==> src/rtl/i2s_tx_serializer_if.sv <==
// Sample-pair stream into the I2S transmitter: valid/ready with parallel left/right words.
interface i2s_tx_serializer_if #(
  parameter int unsigned DATA_W = 16
);
  logic              s_valid;
  logic              s_ready;
  logic [DATA_W-1:0] s_left;
  logic [DATA_W-1:0] s_right;

  modport master (
    output s_valid,
    output s_left,
    output s_right,
    input  s_ready
  );

  modport slave (
    input  s_valid,
    input  s_left,
    input  s_right,
    output s_ready
  );
endinterface

==> src/rtl/i2s_tx_serializer.sv <==
// Stereo Philips-I2S transmitter. BCLK is divided down from clk so everything stays in one
// clock domain; a one-entry holding register decouples the sample source from frame timing.
module i2s_tx_serializer #(
  parameter int unsigned DATA_W = 16,
  parameter int unsigned DIV_W  = 8
) (
  input  logic                clk,
  input  logic                rst_n,
  input  logic                enable,
  input  logic [DIV_W-1:0]    bclk_div,
  i2s_tx_serializer_if.slave  smp,
  output logic                i2s_bclk,
  output logic                i2s_lrclk,
  output logic                i2s_sd,
  output logic                underrun
);

  localparam int unsigned     FrameW     = 2 * DATA_W;
  localparam int unsigned     CntW       = $clog2(FrameW);
  localparam logic [CntW-1:0] LastBit    = CntW'(FrameW - 1);
  localparam logic [CntW-1:0] RightFirst = CntW'(DATA_W);
  localparam logic [CntW-1:0] LoadBit    = CntW'(1);

  typedef enum logic {StIdle, StRun} state_e;

  state_e            state;
  logic [DIV_W-1:0]  div_lat;
  logic [DIV_W-1:0]  half_cnt;
  logic [CntW-1:0]   bit_cnt;
  logic [CntW-1:0]   bit_cnt_nxt;
  logic [FrameW-1:0] shift;
  logic [FrameW-1:0] hold;
  logic              hold_full;
  logic              ready_q;
  logic              half_done;
  logic              accept;

  assign smp.s_ready = ready_q;

  // Decode the current half-period end, the wrapped bit index and the handshake.
  always_comb begin
    half_done   = (half_cnt == div_lat);
    bit_cnt_nxt = (bit_cnt == LastBit) ? '0 : bit_cnt + 1'b1;
    accept      = smp.s_valid && ready_q;
  end

  // Run/idle FSM with BCLK divider, frame counter, shifter and holding register.
  always_ff @(posedge clk or negedge rst_n) begin
    if (!rst_n) begin
      state     <= StIdle;
      div_lat   <= '0;
      half_cnt  <= '0;
      bit_cnt   <= '0;
      shift     <= '0;
      hold      <= '0;
      hold_full <= 1'b0;
      ready_q   <= 1'b1;
      i2s_bclk  <= 1'b0;
      i2s_lrclk <= 1'b0;
      i2s_sd    <= 1'b0;
      underrun  <= 1'b0;
    end else begin
      underrun <= 1'b0;

      // Accept never coincides with a load: ready is low whenever the register is full.
      if (accept) begin
        hold      <= {smp.s_left, smp.s_right};
        hold_full <= 1'b1;
        ready_q   <= 1'b0;
      end

      unique case (state)
        StIdle: begin
          if (enable) begin
            state    <= StRun;
            div_lat  <= bclk_div;
            half_cnt <= '0;
          end
        end
        StRun: begin
          if (!enable) begin
            // Abandon the frame; the holding register keeps any pending pair.
            state     <= StIdle;
            half_cnt  <= '0;
            bit_cnt   <= '0;
            shift     <= '0;
            i2s_bclk  <= 1'b0;
            i2s_lrclk <= 1'b0;
            i2s_sd    <= 1'b0;
          end else if (half_done) begin
            half_cnt <= '0;
            i2s_bclk <= ~i2s_bclk;
            // BCLK falling: every serial output moves on this clk.
            if (i2s_bclk) begin
              bit_cnt   <= bit_cnt_nxt;
              i2s_lrclk <= (bit_cnt_nxt >= RightFirst);
              // Period only changes on a frame boundary.
              if (bit_cnt_nxt == '0) begin
                div_lat <= bclk_div;
              end
              // Load one bit after LRCLK falls (Philips one-bit delay).
              if (bit_cnt_nxt == LoadBit) begin
                if (hold_full) begin
                  shift     <= hold;
                  i2s_sd    <= hold[FrameW-1];
                  hold_full <= 1'b0;
                  ready_q   <= 1'b1;
                end else begin
                  shift    <= '0;
                  i2s_sd   <= 1'b0;
                  underrun <= 1'b1;
                end
              end else begin
                shift  <= shift << 1;
                i2s_sd <= shift[FrameW-2];
              end
            end
          end else begin
            half_cnt <= half_cnt + 1'b1;
          end
        end
      endcase
    end
  end

endmodule

==> src/flat_wrapper.sv <==
// flat-port wrapper written by rule: the top's interface ports become plain ports
module i2s_tx_serializer_flat 
#(
  parameter int unsigned DATA_W = 16,
  parameter int unsigned DIV_W  = 8
)
  (clk, rst_n, enable, bclk_div, i2s_bclk, i2s_lrclk, i2s_sd, underrun, smp_s_valid, smp_s_left, smp_s_right, smp_s_ready);
  i2s_tx_serializer_if #(.DATA_W(DATA_W)) smp_i ();
  input  logic clk;
  input  logic rst_n;
  input  logic enable;
  input  logic [DIV_W-1:0] bclk_div;
  output logic i2s_bclk;
  output logic i2s_lrclk;
  output logic i2s_sd;
  output logic underrun;
  input wire logic [$bits(smp_i.s_valid)-1:0] smp_s_valid;
  input wire logic [$bits(smp_i.s_left)-1:0] smp_s_left;
  input wire logic [$bits(smp_i.s_right)-1:0] smp_s_right;
  output wire logic [$bits(smp_i.s_ready)-1:0] smp_s_ready;
  assign smp_i.s_valid = smp_s_valid;
  assign smp_i.s_left = smp_s_left;
  assign smp_i.s_right = smp_s_right;
  assign smp_s_ready = smp_i.s_ready;
  i2s_tx_serializer #(.DATA_W(DATA_W), .DIV_W(DIV_W)) u_core (.clk(clk), .rst_n(rst_n), .enable(enable), .bclk_div(bclk_div), .smp(smp_i), .i2s_bclk(i2s_bclk), .i2s_lrclk(i2s_lrclk), .i2s_sd(i2s_sd), .underrun(underrun));
endmodule
==> config.mk <==
export PLATFORM = sky130hd
export DESIGN_NAME = i2s_tx_serializer_flat
export DESIGN_NICKNAME = d
export VERILOG_FILES = /design/src/rtl/i2s_tx_serializer_if.sv /design/src/rtl/i2s_tx_serializer.sv /design/src/flat_wrapper.sv
export SDC_FILE = /design/constraint.sdc
export NUM_CORES = 1
export LEC_CHECK = 0
export BUFFER_PORTS_ARGS = -buffer_cell sky130_fd_sc_hd__buf_2
export CORE_MARGIN = 2
export CORE_UTILIZATION = 50
export CTS_CLUSTER_SIZE = 10
export DETAILED_ROUTE_END_ITERATION = 7
export MAX_ROUTING_LAYER = met4
export PLACE_DENSITY = 0.69
export SLEW_MARGIN = 20
export SYNTH_ARGS = -nofsm -noshare
export SYNTH_HDL_FRONTEND = slang
export SYNTH_SLANG_ARGS = --single-unit
export TNS_END_PERCENT = 20
==> constraint.sdc <==
create_clock -name clk -period 6.5 [get_ports clk]
set_input_delay 1.3 -clock clk [delete_from_list [all_inputs] [get_ports clk]]
set_output_delay 1.3 -clock clk [all_outputs]
set_load 0.02 [all_outputs]
==> flow_summary.ini, run 1 <==
[route]
ant_nets = 0
routed_wl_microns = 7130
drc = 0
avgViaCountPerCell = 5.37
vias = 2546
wl_per_cell_microns = 15.0
dr.pass1.iters = 4
drt_iter0_drc = 79

[clock_network]
clock_sinks = 90
root_buffer = clkbuf_8
cts.path.max_buffers = 2
worstSkewPairLatency_ns = 0.35
postCtsSetupRepairBufs = 0
htree_levels = 3
hold_buffers = 0
clk_pin_slew_ns = 0.08
cts_buffers = 9
cts_tree = built
cts_resized = 0

[floorplanning]
start_util_pct = 51.1
fp-row-count = 33
io_pins = 49
die_w_microns = 95.2
die_height_microns = 95.2
core_area_sq_mm = 0.00813
dieArea_sq_mm = 0.00906

[final_layout]
syn2layout_area_growth_pct = 11.8
finish.net_count = 411
antenna_cells = 0
fillers = 700
drive_above_1_share_pct = 29.8
final_cells = 474
multi_input_area_sq_mm = 0.00179
register_area_sq_mm = 0.00225
fin_area_sq_mm = 0.00465

[yosys]
synth-seq-cells = 90
ys.flop_type = dfrtp_1
synth_warnings = 0
postSynth.asyncResetShare_pct = 100
synth_edf_count = 0
yosysSeqAreaShare_pct = 54.2
synth.most_common_cell = dfrtp_1
synth_common_cells = 89 x dfrtp_1, 34 x o2bb2ai_1, 33 x mux2_2
syn_area_per_cell_sq_um = 12.9
synth.top_cells.by_area = dfrtp_1 54%, mux2_2 8.9%, mux2i_1 7.5%
synth_area_sq_mm = 0.00416
yosysTopAreaCell = dfrtp_1
synth_top_area_share_pct = 53.6
synth_nets = 369
ys_types = 40
synthCells = 322

[timing]
max_slew_margin_pct = 36.4
setup_tns_ns = 0
fin_crit_sh_pct = 44.7
clock_skew_ns = 0.00890
period_needed_ns = 2.90
fmax_mhz = 344
finalHoldWorstSlack_ns = 0.493
final_hold_viol_count = 0
slew_viol_final = 0
rsz0062_at_grt = no
finalSetupViolCount = 0
worst_slew_pin_slew_ns = 0.954

[worst_setup_path]
crit_arrival_ns = 3.19
worstPathRequired_ns = 6.79
critPathMaxFanout = 33
cp-start-kind = flop
worstSetupEndpointType = flop
path_class = flop to flop

[flow_run]
maxCapViolCount = 0

[placed_design]
port_buffers = 48
hpwl_microns = 4620
routabilityCongestion = 0.881
dpl.cell_count = 458
dpl-instance-area_sq_mm = 0.00447

[status]
status = complete, no violations

[global_route]
grt_usage_pct = 17.9
grt_max_degree = 91
grt_pass1_vias = 2565
grt_pass1_wl_microns = 12200
overflow = 0
antenna_found_initial = 0

[power]
p_leak_nw = 2.41
power_w = 0.00105
peakVddDrop_v = 0.000115
p_per_area_mw_per_mm2 = 227

[min_path]
hp-class = flop to flop
## where the power goes
part | internal, W | switching (W) | total [W]
clock network | 0.000161 | 0.000185 | 0.000346
registers | 0.000586 | 0.0000209 | 0.000607
logic | 0.0000555 | 0.0000446 | 0.000100
total | 0.000802 | 0.000251 | 0.00105
## per-layer routing
layer | track usage, % | share of wire, % | vias to the layer above
met5 | - | 0 | -
met4 | 5.92 | 0.63 | 0
met3 | 5.14 | 3.8 | 4
met2 | 27.2 | 47 | 39
met1 | 23.2 | 48 | 1246
li1 | - | - | 1257
## metrics by stage
stage                     setup WS [ns]  utilization [%]
after global placement             3.66             54.9
final                              3.60             57.1
after floorplan                    4.07                -
after global routing               3.42             57.1
after CTS                          3.60             57.1
after detailed placement           3.59             54.9
## sequential cells by signal, summed over array words and instances, names as in the netlist, 4 cells and up
name and flops:
u_core.bit_cnt 4, u_core.div_lat 8, u_core.half_cnt 8, u_core.hold 32
u_core.shift 31
## cells in the final DEF, fill, tap and decap left out, drive strengths merged
| master | n |
|---|---|
| and3 | 6 |
| nor2 | 5 |
| buf | 51 |
| nor3 | 1 |
| xnor2 | 10 |
| ha | 3 |
| and2 | 31 |
| xor2 | 3 |
| nand4 | 3 |
| clkinvlp | 2 |
| clkbuf | 14 |
| dfrtp | 89 |
| o2bb2ai | 34 |
| nand3 | 2 |
| a21o | 4 |
| o22ai | 3 |
| o211ai | 1 |
| o221ai | 1 |
| a32o | 3 |
| a31o | 1 |
| dfstp | 1 |
| a21oi | 1 |
| or2 | 1 |
| nor3b | 5 |
| a22o | 2 |
| or4 | 1 |
| o21ai | 3 |
| inv | 6 |
| nand2 | 6 |
| mux2 | 41 |
| and4bb | 1 |
| a211o | 1 |
| o31ai | 1 |
| nor4 | 1 |
| mux2i | 31 |
## cell type report
type                            instances  area share, %
Clock buffer                           14           3.50
Clock inverter                          2          0.323
Inverter                                6          0.485
Multi-Input combinational cell        206           38.6
Sequential cell                        90           48.5
Tap cell                              105           2.83
Timing Repair Buffer                   51           5.79
## kinds of logic after synthesis
logic type	share of synthesized area [%]
multiplexers	19.3
AND/OR/NAND/NOR	9.21
buffers and inverters	2.65
adder cells (fa/ha/maj)	0.903
flip-flops	54.2
AO/OA/AOI/OAI	11.0
XOR/XNOR	2.74
## critical path, stage by stage (launching register included)
cell and delay [ns]:
dfrtp_1 0.43, ha_1 0.27, and3_2 0.21, ha_1 0.31, nor4_1 0.20, and3_2 0.87, nor3b_2 0.37, a22o_1 0.18
## path summary, 6_finish.rpt
check	startpoint	end	slack, ns	cells past startpoint
min in group asynchronous	rst_n	u_core.half_cnt[5]$_DFFE_PN0P_	1.01	1
max reg2reg	u_core.bit_cnt[0]$_DFFE_PN0P_	u_core.shift[0]$_DFFE_PN0P_	3.60	7
max in group asynchronous	rst_n	u_core.shift[25]$_DFFE_PN0P_	4.95	1
min	u_core.shift[7]$_DFFE_PN0P_	u_core.shift[7]$_DFFE_PN0P_	0.49	1
min reg2reg	u_core.shift[7]$_DFFE_PN0P_	u_core.shift[7]$_DFFE_PN0P_	0.49	1
max	u_core.bit_cnt[0]$_DFFE_PN0P_	u_core.shift[0]$_DFFE_PN0P_	3.60	7
No activity file was read; power rests on OpenSTA's default activity.
==> inputs of run 2 (changes only) <==
Settings changed: ABC_AREA set to 1.
Clock period 6.5 ns to 3 ns, I/O delays scaled along.
==> run 2 against run 1 <==
Effect of this change:
- sequential share of layout area shrank 1.5 points
- hold slack worse by 0.23 ns
- core utilization rose by 1.3 points
- die area grew 1.7%
==> flow_summary.ini, run 2 <==
[worst_setup_path]
rr_endpoint = u_core.shift[4]$_DFFE_PN0P_
path_common_cell = nand2_1
worst-r2r-setup-slack_ns = 0.48
worst_r2r_path_depth = 11
worstSetupEndpointType = flop
crit_arrival_ns = 2.75
r2r_start = u_core.bit_cnt[0]$_DFFE_PN0P_
cpPeakStageDelay_ns = 0.44
crit_path_cell_trace = ha_1 > nand2_1 > nor2_1 > ha_1 > nor2_1 > nand4_1 > inv_2 > buf_12 > nand2_1 > o211ai_1 > nand2_1
path_class = flop to flop
worstPathRequired_ns = 3.23
cp-start-kind = flop
critPathSlowestCell = dfrtp_1
critPathMaxFanout = 32

[final_layout]
register_area_sq_mm = 0.00225
multi_input_area_sq_mm = 0.00175
largest-register = u_core.hold
layout_commonest_cell = nand2_1
fin_area_sq_mm = 0.00480
drive_above_1_share_pct = 21.7
layout_common_cells = 186 x nand2_1, 89 x dfrtp_1, 47 x buf_2
finish.net_count = 559
fillers = 755
antenna_cells = 0
reg.largest.list = u_core.hold: 32 flops, u_core.shift: 31 flops
syn2layout_area_growth_pct = 13.4
largest_register_ffs = 32

[floorplanning]
die_height_microns = 96.0
fp-row-count = 33
core_area_sq_mm = 0.00822
start_util_pct = 51.5
die_w_microns = 96.0
io_pins = 49
dieArea_sq_mm = 0.00922

[yosys]
synth_xor_area_share_pct = 1.24
synthMuxAreaShare_pct = 8.25
synth_warnings = 0
ys.flop_type = dfrtp_1
synth_top_family_by_area = simple AND/OR/NAND/NOR gates
synth_area_sq_mm = 0.00423
synth_edf_count = 0
synth.top_cells.by_area = dfrtp_1 53%, nand2_1 16%, mux2_2 8.2%
synth.most_common_cell = nand2_1
synthSimpleGateAreaFrac_pct = 22.7
synth_common_cells = 186 x nand2_1, 89 x dfrtp_1, 31 x mux2_2
postSynth.asyncResetShare_pct = 100
syn_area_per_cell_sq_um = 9.04
yosysTopAreaCell = dfrtp_1
synth_compound_area_share_pct = 8.31
synth_nets = 515
ys_types = 32
synth_top_area_share_pct = 52.6
yosysSeqAreaShare_pct = 53.3
synth-seq-cells = 90
synthCells = 468
synthAdderAreaFrac_pct = 0.887

[global_route]
grt_pass1_vias = 3259
antenna_found_initial = 0
grt_max_degree = 51
grt_usage_pct = 20.5
grt_pass1_wl_microns = 14400
overflow = 0

[placed_design]
hpwl_microns = 5700
port_buffers = 48
dpl-instance-area_sq_mm = 0.00455
place_ws_ns = 0.501
routabilityCongestion = 0.828

[route]
drt_iter0_drc = 188
avgViaCountPerCell = 5.22
vias = 3245
wl_per_cell_microns = 13.3
dr.pass1.iters = 4
drc = 0
ant_nets = 0
routed_wl_microns = 8240

[timing]
finalSetupViolCount = 0
fin_crit_sh_pct = 83.9
fmax_mhz = 397
final_hold_viol_count = 0
finalHoldWorstSlack_ns = 0.264
rsz0062_at_grt = no
setup_ws_ns = 0.484
max_slew_margin_pct = 53.0
period_needed_ns = 2.52
worst_slew_pin_slew_ns = 0.703
slew_viol_final = 0
clock_skew_ns = 0.00907
setup_tns_ns = 0

[power]
p_leak_nw = 2.64
p_per_area_mw_per_mm2 = 530
peakVddDrop_v = 0.000255

[clock_network]
worstSkewPairLatency_ns = 0.35
hold_buffers = 0
cts.path.max_buffers = 2
postCtsSetupRepairBufs = 0
cts_buffers = 9
root_buffer = clkbuf_8
clock_sinks = 90
clk_pin_slew_ns = 0.10
htree_levels = 3
cts_resized = 0
cts_tree = built

[flow_run]
maxCapViolCount = 0

[min_path]
hp-class = primary input to asynchronous set/reset pin

[status]
status = complete, no violations
run 2: cell count changes in the layout (fill, tap and decap cells not counted), sizes merged, moves of 14 or more:
| cell | before | now |
|---|---|---|
| o211ai | 1 | 30 |
| nand2 | 6 | 188 |
| mux2i | 31 | 0 |
| nand3 | 2 | 16 |
| and2 | 31 | 0 |
| inv | 6 | 31 |
| o2bb2ai | 34 | 0 |
run 2: cell type report:
cell class / instances / share of cell area (%)
repair buffers: 55 / 6.41
multi-input cells: 327 / 36.5
clock buffers: 9 / 2.58
clock inverters: 7 / 2.58
flip-flops and latches: 90 / 46.9
inverters: 29 / 2.27
well taps: 105 / 2.74
run 2: per-stage QoR:
step                      total power, W  instances  util [%]
after floorplan                  0.00147        468         -
after global routing             0.00265        622      58.4
after global placement           0.00156        606      55.4
after detailed placement         0.00157        606      55.4
final                            0.00255        622      58.4
after CTS                        0.00257        622      58.4
run 2: how the worst max path moves through the flow:
stage	depth (start not counted)	slack (ns)	from	endpoint
after floorplan	11	1.10	u_core.bit_cnt[0]$_DFFE_PN0P_	u_core.i2s_sd$_DFFE_PN0P_
after global placement	11	0.64	u_core.bit_cnt[0]$_DFFE_PN0P_	u_core.i2s_sd$_DFFE_PN0P_
after detailed placement	11	0.50	u_core.bit_cnt[0]$_DFFE_PN0P_	u_core.shift[4]$_DFFE_PN0P_
after CTS	11	0.49	u_core.bit_cnt[0]$_DFFE_PN0P_	u_core.shift[4]$_DFFE_PN0P_
after global routing	10	0.23	u_core.bit_cnt[0]$_DFFE_PN0P_	u_core.shift[0]$_DFFE_PN0P_
final	11	0.48	u_core.bit_cnt[0]$_DFFE_PN0P_	u_core.shift[4]$_DFFE_PN0P_
run 2: power breakdown:
| part | switching [W] | total, W | internal (W) |
|---|---|---|---|
| Combinational | 0.000124 | 0.000217 | 0.0000936 |
| Sequential | 0.0000479 | 0.00132 | 0.00127 |
| Clock | 0.000446 | 0.00101 | 0.000561 |
| Total | 0.000618 | 0.00255 | 0.00193 |
run 2: routing by layer:
layer	track usage, %	wire length [microns]	up-vias
li1	-	-	1625
met1	25.8	3800	1542
met2	34.5	4040	67
met3	2.90	292	11
met4	6.43	105	0
met5	-	0	-
run 2: worst max-delay path, delay by kind of cell (launching register included):
kind	cells	cell delay, ns
buf+inv	2	0.67
compound gates	1	0.09
flops	1	0.44
fa+ha+maj	2	0.44
simple gates	6	0.75
run 2: logic make-up (layout without fill, tap and decap cells):
kind of cell,count (synthesis),in the layout
fa+ha+maj,3,3
compound gates,52,52
simple gates,235,235
mux,31,31
buf+inv,51,100
xor+xnor,6,6
flops,90,90
